$ cat config.mk
export PLATFORM = sky130hd
export DESIGN_NAME = ext_lane_stage
export DESIGN_NICKNAME = d
export VERILOG_FILES = /design/src/rtl/ext_lane_stage.sv
export SDC_FILE = /design/constraint.sdc
export NUM_CORES = 1
export LEC_CHECK = 0
export ABC_AREA = 1
export ABC_CLOCK_PERIOD_IN_PS = 1900
export CORE_ASPECT_RATIO = 1.1
export CORE_MARGIN = 5
export CORE_UTILIZATION = 40
export CTS_BUF_LIST = sky130_fd_sc_hd__clkbuf_8
export DETAILED_ROUTE_END_ITERATION = 7
export MAX_ROUTING_LAYER = met4
export PLACE_DENSITY_LB_ADDON = 0.3
export SLEW_MARGIN = 10
export SYNTH_ARGS = -nofsm -noshare
export SYNTH_HDL_FRONTEND = slang
export SYNTH_SLANG_ARGS = --single-unit
$ cat constraint.sdc
create_clock -name clk -period 1.9 [get_ports clk]
set_input_delay 0.19 -clock clk [delete_from_list [all_inputs] [get_ports clk]]
set_output_delay 0.19 -clock clk [all_outputs]
set_load 0.02 [all_outputs]
$ cat src/rtl/ext_lane_stage.sv
// Registered byte/half/word/immediate extension stage with a 2-entry skid buffer.
// Define EXT_MISALIGN_TRAP_EN to zero misaligned WORD/HALF results and flag out_err.
module ext_lane_stage #(
    parameter int DATA_W = 32,
    parameter int IMM_W  = 16,
    parameter int LANE_W = $clog2(DATA_W/8)
) (
    input  logic              clk,
    input  logic              rst,
    input  logic              in_valid,
    output logic              in_ready,
    input  logic [DATA_W-1:0] in_data,
    input  logic [LANE_W-1:0] in_off,
    input  logic [2:0]        in_mode,
    output logic              out_valid,
    input  logic              out_ready,
    output logic [DATA_W-1:0] out_data,
    output logic              out_err
);

    localparam logic [2:0] M_WORD   = 3'd0;
    localparam logic [2:0] M_BYTE_S = 3'd1;
    localparam logic [2:0] M_BYTE_U = 3'd2;
    localparam logic [2:0] M_HALF_S = 3'd3;
    localparam logic [2:0] M_HALF_U = 3'd4;
    localparam logic [2:0] M_IMM_S  = 3'd5;
    localparam logic [2:0] M_IMM_U  = 3'd6;
    localparam logic [2:0] M_IMM_HI = 3'd7;

    localparam logic [1:0] ST_EMPTY = 2'd0;
    localparam logic [1:0] ST_ONE   = 2'd1;
    localparam logic [1:0] ST_TWO   = 2'd2;

    logic [1:0]        r_state;
    logic [DATA_W-1:0] r_o_data;
    logic [DATA_W-1:0] r_s_data;

    logic [LANE_W-1:0] w_off_h;
    logic [7:0]        w_byte;
    logic [15:0]       w_half;
    logic [IMM_W-1:0]  w_imm;
    logic [DATA_W-1:0] w_imm_z;
    logic [DATA_W-1:0] w_res;
    logic [DATA_W-1:0] w_ext;

    logic       w_in_ready;
    logic       w_out_valid;
    logic       w_acc;
    logic       w_con;
    logic       w_ld_o;
    logic       w_ld_s;
    logic       w_mv;
    logic [1:0] w_state_nxt;

    // Halfword lane is always forced even, so an odd offset never reads past the word.
    assign w_off_h = {in_off[LANE_W-1:1], 1'b0};
    assign w_byte  = in_data[{in_off, 3'b000} +: 8];
    assign w_half  = in_data[{w_off_h, 3'b000} +: 16];
    assign w_imm   = in_data[IMM_W-1:0];
    assign w_imm_z = {{(DATA_W-IMM_W){1'b0}}, w_imm};

    always_comb begin
        w_res = in_data;
        unique case (in_mode)
            M_WORD:   w_res = in_data;
            M_BYTE_S: w_res = {{(DATA_W-8){w_byte[7]}}, w_byte};
            M_BYTE_U: w_res = {{(DATA_W-8){1'b0}}, w_byte};
            M_HALF_S: w_res = {{(DATA_W-16){w_half[15]}}, w_half};
            M_HALF_U: w_res = {{(DATA_W-16){1'b0}}, w_half};
            M_IMM_S:  w_res = {{(DATA_W-IMM_W){w_imm[IMM_W-1]}}, w_imm};
            M_IMM_U:  w_res = w_imm_z;
            M_IMM_HI: w_res = w_imm_z << (DATA_W/2);
            default:  w_res = in_data;
        endcase
    end

`ifdef EXT_MISALIGN_TRAP_EN
    logic w_mis;
    logic r_o_err;
    logic r_s_err;

    always_comb begin
        w_mis = 1'b0;
        unique case (in_mode)
            M_WORD:   w_mis = (in_off != '0);
            M_HALF_S: w_mis = in_off[0];
            M_HALF_U: w_mis = in_off[0];
            default:  w_mis = 1'b0;
        endcase
    end

    assign w_ext = w_mis ? '0 : w_res;
`else
    assign w_ext = w_res;
`endif

    // in_ready looks only at registered occupancy, never at out_ready.
    assign w_in_ready  = !rst && (r_state != ST_TWO);
    assign w_out_valid = (r_state != ST_EMPTY);
    assign w_acc       = in_valid && w_in_ready;
    assign w_con       = w_out_valid && out_ready;

    always_comb begin
        w_ld_o      = 1'b0;
        w_ld_s      = 1'b0;
        w_mv        = 1'b0;
        w_state_nxt = r_state;
        unique case (r_state)
            ST_EMPTY: begin
                if (w_acc) begin
                    w_ld_o      = 1'b1;
                    w_state_nxt = ST_ONE;
                end
            end
            ST_ONE: begin
                if (w_acc && w_con) begin
                    w_ld_o = 1'b1;
                end else if (w_acc) begin
                    w_ld_s      = 1'b1;
                    w_state_nxt = ST_TWO;
                end else if (w_con) begin
                    w_state_nxt = ST_EMPTY;
                end
            end
            ST_TWO: begin
                if (w_con) begin
                    w_mv        = 1'b1;
                    w_state_nxt = ST_ONE;
                end
            end
            default: w_state_nxt = ST_EMPTY;
        endcase
    end

    always_ff @(posedge clk) begin
        if (rst) begin
            r_state  <= ST_EMPTY;
            r_o_data <= '0;
            r_s_data <= '0;
        end else begin
            r_state <= w_state_nxt;
            if (w_ld_o) begin
                r_o_data <= w_ext;
            end else if (w_mv) begin
                r_o_data <= r_s_data;
            end
            if (w_ld_s) begin
                r_s_data <= w_ext;
            end
        end
    end

`ifdef EXT_MISALIGN_TRAP_EN
    always_ff @(posedge clk) begin
        if (rst) begin
            r_o_err <= 1'b0;
            r_s_err <= 1'b0;
        end else begin
            if (w_ld_o) begin
                r_o_err <= w_mis;
            end else if (w_mv) begin
                r_o_err <= r_s_err;
            end
            if (w_ld_s) begin
                r_s_err <= w_mis;
            end
        end
    end

    assign out_err = r_o_err;
`else
    assign out_err = 1'b0;
`endif

    assign in_ready  = w_in_ready;
    assign out_valid = w_out_valid;
    assign out_data  = r_o_data;

endmodule

==> impl_metrics.json, run 1 <==
{
  "use_met1_pct": 29.7,
  "critPathCaptureType": "output pin",
  "dpl.hpwl_mm": 9.46,
  "grt_use_total_pct": 22.9,
  "layout_common_cells": "189 x nand2_1, 84 x nor2_1, 74 x clkdlybuf4s50_1",
  "grt_start_max_net_pins": 28,
  "multiInputGateArea_sq_um": 2100,
  "hold_buffers": 0,
  "boundaryPins": 76,
  "nets": 738,
  "grt_use_met3_pct": 3.98,
  "status": "finished, violations left",
  "rsz0062_at_grt": "no",
  "port_buffers": 74,
  "fill_cells": 948,
  "numCtsBuffers": 9,
  "cts.clk_slew.worst_paths_ns": 0.08,
  "rrSetupSlack_ns": 0.36,
  "post-cts-setup-buffers": 0,
  "die_w_um": 103,
  "maxCapViolCount": 0,
  "final_util_pct": 53.8,
  "overflow": 0,
  "synthCells": 612,
  "crit_required_ns": 1.71,
  "rows": 37,
  "ir_worst_vdd_mv": 0.492,
  "synth_warnings": 0,
  "startpoint_type": "flop",
  "die_h_um": 112,
  "area_growth_pct": 32.1,
  "crit_fanout": 6,
  "worstSetupPathType": "reg -> out",
  "clk_path_buf_depth": 2,
  "final_common_cell": "nand2_1",
  "drive_gt1_share_pct": 10.5,
  "routed_via_density": 5.19,
  "violations": "design-rule violations",
  "avgRoutedWirePerCell_um": 15.3,
  "num_vias": 4254,
  "post-route-min-period_ns": 1.79,
  "cp_num_buf_inv": 2,
  "dieArea_sq_um": 11500,
  "cts_sinks": 66,
  "htreeDepth": 3,
  "drv_slew": 0,
  "ys_seq_elements": 66,
  "leakagePower_nw": 2.30,
  "grtUsageMet2_pct": 34.9,
  "finalSetupViolations": 0,
  "ys_seq_area_share_pct": 34.9,
  "fp.coreArea_sq_um": 9310,
  "busiest_layer": "met2",
  "grt_pass1_vias": 4108,
  "setup_tns_ns": 0,
  "cp_data_arrival_time_ns": 1.60,
  "powerDensity_nw_per_um2": 702,
  "skew_ns": 0.0116,
  "hp-class": "reg -> reg",
  "clk_latency_ns": 0.35,
  "path_delay_family": "buffers and inverters",
  "whs_ns": 0.502,
  "syn-cell-area_sq_um": 3790,
  "cts_tree": "built",
  "drt_first_pass_iters": 8,
  "crit_chain": "inv_2 > nor2_1 > nor2_4 > clkdlybuf4s50_1",
  "drt_iter0_drc": 280,
  "synth_cell_types": 28,
  "synth_area_per_cell_sq_um": 6.19,
  "drc_errors": 2,
  "cts_root_buf": "clkbuf_8",
  "grt_antenna_before_repair": 0,
  "final_antenna_net_count": 0,
  "gp_congestion": 1.03,
  "fin_crit_sh_pct": 94.4,
  "grt_pass1_wl_mm": 20.3,
  "regArea_sq_um": 1320,
  "start_util_pct": 40.7,
  "post_cts_resized": 0,
  "hold_viol": 0,
  "slowest_stage": "clkdlybuf4s50_1",
  "slowest_delay_ns": 0.62,
  "max_freq_ghz": 0.558,
  "wirelength_mm": 12.5,
  "syn-num-nets": 653,
  "insertedDiodeCount": 0
}
==> power breakdown <==
group	switching, mW	internal [mW]	leakage, nW	total (mW)
logic	0.476	0.342	1.66	0.818
registers	0.0365	1.45	0.539	1.49
clock network	0.564	0.643	0.100	1.21
total	1.08	2.44	2.30	3.52
==> synth_stat cells, drive strengths merged <==
master / n / area, sq um
nand3: 30 / 168
o21bai: 1 / 11.3
or2: 1 / 6.26
nor3: 4 / 31.3
a21oi: 32 / 160
nand2: 191 / 732
a31oi: 11 / 68.8
dfxtp: 66 / 1320
nand4: 22 / 138
o21a: 7 / 52.6
nor2: 88 / 355
conb: 1 / 3.75
clkbuf: 10 / 37.5
o21ai: 72 / 360
inv: 51 / 191
buf: 24 / 141
a32o: 1 / 10.0
==> routing by layer <==
metal	vias up	wire length, um
met5	-	0
met4	0	368
met3	23	619
met2	137	5990
met1	1943	5540
li1	2151	-
==> path summary, 6_finish.rpt <==
check	start	depth (start not counted)	endpoint
worst max-delay path	r_state[1]	4	in_ready
worst min register to register	r_state[1]	2	r_state[1]
worst min-delay path	r_state[1]	2	r_state[1]
worst max register to register	r_state[1]	12	r_s_data[14]
==> worst min-delay path, cell delays in order (launching register included) <==
cell and delay, ns:
dfxtp_1 0.32, nand3_1 0.08, a21oi_1 0.06
==> state kept, by name (all words and copies together) (netlist names) <==
signal and cells:
r_s_data 32, r_state 2, out_data 32
==> layout make-up <==
cell class | instances | area share (%)
multi-input combinational | 461 | 41.9
sequential | 66 | 26.4
timing repair buffer | 108 | 20.9
inverter | 51 | 3.82
tap | 117 | 2.92
clock buffer | 10 | 2.75
clock inverter | 6 | 1.32
==> stage by stage <==
step	setup WS, ns	std cells	total power [mW]	instance area [sq um]
after floorplan	0.379	612	1.96	3790
after global placement	-0.116	803	2.33	4800
after detailed placement	-0.124	803	2.34	4800
after CTS	0.0820	819	3.54	5010
after global routing	0.0245	819	3.70	5010
final	0.106	819	3.52	5010
==> cell families after synthesis <==
kind of cell | share of synthesized area (%)
AO/OA/AOI/OAI | 17.5
buffers and inverters | 9.78
flip-flops | 34.9
other | 0.0990
AND/OR/NAND/NOR | 37.7
Note: power is estimated with default switching activity, not from simulation.
==> inputs of run 2 (changes only) <==
- CAP_MARGIN: unset -> 20
- CORE_UTILIZATION: 40 -> 30
- SKIP_CTS_REPAIR_TIMING: unset -> 1
==> run 2 against run 1 <==
The run now ends clean. Flip-flop and latch count unchanged. Worst setup slack better by 0.021 ns. Register-to-register slack better by 0.02 ns. Hold slack better by 0.0081 ns. Clock skew down 0.0040 ns. Total power down 5.3%. Largest cell class unchanged. Clock power down 17%.
==> impl_metrics.json, run 2 (synthesized netlist as in run 1, its figures left out) <==
{
  "postPlaceCellArea_sq_um": 4920,
  "gp_congestion": 0.995,
  "crit_required_ns": 1.71,
  "clockPowerShare_pct": 30.1,
  "setup_tns_ns": 0,
  "finalSetupViolations": 0,
  "powerDensity_nw_per_um2": 656,
  "wirelength_mm": 13.0,
  "rsz0062_at_grt": "no",
  "internal_power_mw": 2.27,
  "p_switching_mw": 1.06,
  "start_util_pct": 30.4,
  "slowest_delay_ns": 0.61,
  "crit_fanout": 6,
  "final_util_pct": 40.7,
  "power_frac_comb_pct": 25.0,
  "skew_ns": 0.00767,
  "die_h_um": 128,
  "drc_errors": 0,
  "insertedDiodeCount": 0,
  "port_buffers": 74,
  "clk_latency_ns": 0.35,
  "avgRoutedWirePerCell_um": 15.0,
  "total_power_mw": 3.33,
  "overflow": 0,
  "leakagePower_nw": 2.33,
  "maxCapViolCount": 0,
  "cp_data_arrival_time_ns": 1.58,
  "final_antenna_net_count": 0,
  "layout_common_cells": "189 x nand2_1, 84 x nor2_1, 74 x clkdlybuf4s50_1",
  "dieArea_sq_um": 15000,
  "critPathCaptureType": "output pin",
  "nets": 745,
  "dpl.hpwl_mm": 9.75,
  "grt_start_max_net_pins": 41,
  "max_freq_ghz": 0.564,
  "grt_use_total_pct": 18.4,
  "cts_tree": "built",
  "fill_cells": 1344,
  "routed_via_density": 4.91,
  "grt_pass1_vias": 4046,
  "num_vias": 4256,
  "worstSetupPathType": "reg -> out",
  "grt_pass1_wl_mm": 20.9,
  "fin_crit_sh_pct": 93.3,
  "crit_chain": "inv_2 > nor2_1 > nor2_4 > clkdlybuf4s50_1",
  "final_cell_area_sq_um": 5080,
  "boundaryPins": 76,
  "hold_viol": 0,
  "slowest_stage": "clkdlybuf4s50_1",
  "drv_slew": 0,
  "post-route-min-period_ns": 1.77,
  "drt_iter0_drc": 362,
  "htreeDepth": 3,
  "fp.coreArea_sq_um": 12500,
  "rows": 43,
  "switching_share_pct": 31.9,
  "final_common_cell": "nand2_1",
  "ir_worst_vdd_mv": 0.324,
  "grt_antenna_before_repair": 0,
  "grtUsageMet2_pct": 27.8,
  "status": "completed",
  "cts.clk_slew.worst_paths_ns": 0.07,
  "startpoint_type": "flop",
  "grt_use_met3_pct": 2.74,
  "whs_ns": 0.510,
  "die_w_um": 117,
  "drive_gt1_share_pct": 11.3,
  "drt_first_pass_iters": 5,
  "busiest_layer": "met2",
  "cts_sinks": 66,
  "hp-class": "reg -> reg",
  "cts_root_buf": "clkbuf_8",
  "area_growth_pct": 34.1,
  "use_met1_pct": 24.7,
  "numCtsBuffers": 9,
  "p_seq_share_pct": 44.8,
  "clk_path_buf_depth": 2
}
-- run 2: changes by cell type in the layout (fill, tap and decap cells not counted), sizes merged --
cell      change
buf           +7
clkinv        +3
bufinv        -1
clkbuf        -1
clkinvlp      -1
-- run 2: worst max-delay path: cells and delay by family (launching register included) --
kind          cells  cell delay [ns]
simple gates      2             0.19
buf+inv           2             0.73
flops             1             0.32
-- run 2: layer usage --
layer / vias to the layer above / share of wire [%]
li1: 2164 / -
met1: 1912 / 45
met2: 154 / 47
met3: 26 / 5.4
met4: 0 / 2.9
met5: - / 0
-- run 2: layout make-up --
type	instances	area [sq um]	share of cell area (%)
multi-input cells	461	2100	41.3
flip-flops and latches	66	1320	26.0
repair buffers	115	1110	21.9
well taps	157	196	3.87
inverters	51	191	3.77
clock buffers	9	124	2.44
clock inverters	7	38.8	0.764
-- run 2: final timing paths --
check              from           to  slack (ns)  cells past startpoint
max          r_state[1]     in_ready        0.13                      4
min          r_state[1]   r_state[1]        0.51                      2
max reg2reg  r_state[1]  r_s_data[5]        0.38                     12
min reg2reg  r_state[1]   r_state[1]        0.51                      2
-- run 2: stage by stage --
stage,worst slack [ns],instances
after floorplan,0.379,612
after global placement,-0.0852,850
after detailed placement,-0.0919,850
after CTS,0.0912,866
after global routing,0.0232,866
final,0.128,866
-- run 2: power by group through the flow --
stage                     Sequential, mW  Clock [mW]  Combinational (mW)
final                               1.49        1.00               0.834
after global routing                1.50        1.09               0.919
after CTS                           1.49        1.03               0.837
after detailed placement            1.52           0               0.833
after global placement              1.52           0               0.831
after floorplan                     1.58           0               0.384
==> inputs of run 3 (changes only) <==
- ABC_AREA: 1 -> unset
- ABC_CLOCK_PERIOD_IN_PS: 1900 -> 2100
- clock period: 1.9 -> 2.1 ns (I/O delays scaled with it)
==> run 3 against run 2 <==
Combinational power decreased by 7.6%. Hold slack got worse by 0.23 ns. First-iteration DRC count decreased by 27%. Die area decreased by 3.9%. Critical path depth increased by 3. Sequential share of layout area increased by 0.31 points. Flip-flop and latch count unchanged. Register-to-register slack about the same. Via count decreased by 12%. Sequential power decreased by 9%. Clock power about the same. Total power decreased by 5.2%. Critical endpoint is now r_s_data[5]. Highest routed layer unchanged.
==> impl_metrics.json, run 3 <==
{
  "status": "completed",
  "wirelength_mm": 12.2,
  "slowest_stage": "clkdlybuf4s50_1",
  "ys_seq_elements": 66,
  "rsz0062_at_grt": "no",
  "powerDensity_nw_per_um2": 629,
  "post-route-min-period_ns": 1.95,
  "dpl.hpwl_mm": 9.28,
  "hold_path_depth": 2,
  "worstSetupPathType": "in -> reg",
  "max_freq_ghz": 0.512,
  "layout_common_cells": "73 x clkdlybuf4s50_1, 66 x dfxtp_1, 54 x nor2_1",
  "crit_chain": "clkdlybuf4s50_1 > buf_4 > inv_1 > a21oi_1 > o211ai_2 > a221oi_2 > a211oi_1",
  "worst_slew_pin_slew_ns": 0.542,
  "synth_ff_type": "dfxtp_1",
  "cts_tree": "built",
  "hold_viol": 0,
  "r2r_start": "r_state[1]",
  "synth_commonest_cells": "66 x dfxtp_1, 54 x nor2_1, 50 x nand2_1",
  "cts.clk_slew.worst_paths_ns": 0.08,
  "avgRoutedWirePerCell_um": 17.4,
  "grt_use_total_pct": 17.5,
  "stdcell_count": 700,
  "drt_iter0_drc": 264,
  "fp.coreArea_sq_um": 11900,
  "die_w_um": 115,
  "grt_pass1_vias": 3588,
  "startpoint_type": "input pin",
  "clk_path_buf_depth": 2,
  "overflow": 0,
  "synth_cell_types": 59,
  "post-synth-top-area-fraction_pct": 36.4,
  "r2r_cells": 5,
  "insertedDiodeCount": 0,
  "gp_congestion": 0.945,
  "crit_fanout": 10,
  "area_growth_pct": 38.3,
  "cts_root_buf": "clkbuf_8",
  "skew_ns": 0.00758,
  "grt_pass1_wl_mm": 19.6,
  "drv_slew": 0,
  "yosysMostFrequentCell": "dfxtp_1",
  "final_common_cell": "clkdlybuf4s50_1",
  "syn-num-nets": 479,
  "grt_antenna_before_repair": 0,
  "boundaryPins": 76,
  "cp_data_arrival_time_ns": 2.17,
  "htreeDepth": 3,
  "synthCells": 438,
  "synth_area_leader_cell": "dfxtp_1",
  "crit_required_ns": 2.32,
  "routed_via_density": 5.33,
  "synth_edf_count": 0,
  "final_antenna_net_count": 0,
  "hp-start": "rst",
  "slowest_delay_ns": 0.57,
  "drt_first_pass_iters": 5,
  "rrSetupSlack_ns": 0.38,
  "drive_gt1_share_pct": 18.9,
  "hp-class": "in -> reg",
  "syn-cell-area_sq_um": 3630,
  "start_util_pct": 30.4,
  "clk_latency_ns": 0.34,
  "timing.slew.headroom_pct": 63.8,
  "synth_warnings": 0,
  "port_buffers": 74,
  "synth_area_per_cell_sq_um": 8.29,
  "maxCapViolCount": 0,
  "ys_async_sr_fraction_pct": 0,
  "nets": 582,
  "final_util_pct": 42.1,
  "num_vias": 3729,
  "dieArea_sq_um": 14400,
  "fin_crit_sh_pct": 92.9,
  "min_to": "r_state[0]",
  "drc_errors": 0,
  "post-place-cells": 683,
  "ir_worst_vdd_mv": 0.291,
  "numCtsBuffers": 9,
  "die_h_um": 125,
  "critPathCaptureType": "flop",
  "rows": 42,
  "leakagePower_nw": 1.88,
  "cts_sinks": 66,
  "r2r-end": "out_data[13]",
  "ys_seq_area_share_pct": 36.4,
  "grt_start_max_net_pins": 44,
  "synth_area_leaders": "dfxtp_1 36%, nor2_1 5.6%, a22oi_1 5.4%, nand2_1 5.2%, a221oi_1 4.6%",
  "finalSetupViolations": 0
}
## run 3: stage by stage
stage               power (mW)  TNS, ns  hold WS, ns  setup WS, ns  area (sq um)
finish                    3.16        0        0.280         0.148          5020
global route              3.31        0        0.282        0.0171          5020
global placement          2.15    -4.98        0.447        -0.133          4820
detailed placement        2.15    -6.91        0.447        -0.206          4820
CTS                       3.18        0        0.267        0.0574          5010
floorplan                 1.79        0        0.352         0.474          3630
## run 3: worst max-delay path by stage
stage	startpoint	endpoint	slack [ns]	depth (start not counted)
finish	in_off[1]	r_s_data[5]	0.15	7
CTS	r_state[1]	out_data[19]	0.06	5
floorplan	in_off[1]	out_data[23]	0.47	8
global placement	in_valid	out_data[30]	-0.13	6
detailed placement	in_off[1]	r_s_data[0]	-0.21	7
global route	in_off[1]	out_data[4]	0.02	7
## run 3: cell families (layout without fill, tap and decap cells)
logic type	after synthesis	count (layout)	synth area share (%)
xor gates and xnor gates	1	1	0.448
AOI/OAI and AO/OA	155	155	31.7
muxes	15	15	4.62
buffers and inverters	40	148	5.89
DFF	66	66	36.4
other	1	1	0.103
and+or+nand+nor	160	160	20.8
## run 3: cell type report
class | instances | area (sq um)
clock buffer | 9 | 124
clock inverter | 7 | 61.3
fill | 1178 | 6910
inverter | 6 | 22.5
multi-input combinational | 332 | 2110
sequential | 66 | 1320
tap | 154 | 193
timing repair buffer | 126 | 1190
## run 3: worst max-delay path, delay by kind of cell
| kind | cells | cell delay (ns) |
|---|---|---|
| buffers and inverters | 3 | 0.89 |
| AOI/OAI and AO/OA | 4 | 1.07 |
## run 3: power by group
group | internal [mW] | switching, mW
Combinational | 0.363 | 0.408
Clock | 0.535 | 0.487
Sequential | 1.32 | 0.0416
## run 3: per-layer routing
layer / share of wire (%) / up-vias / wire length, um / GRT usage [%]
li1: - / 1819 / - / -
met2: 46 / 138 / 5660 / 26.2
met1: 47 / 1759 / 5760 / 24.1
met4: 1.2 / 0 / 150 / 5.59
met5: 0 / - / 0 / -
met3: 4.9 / 13 / 598 / 2.80
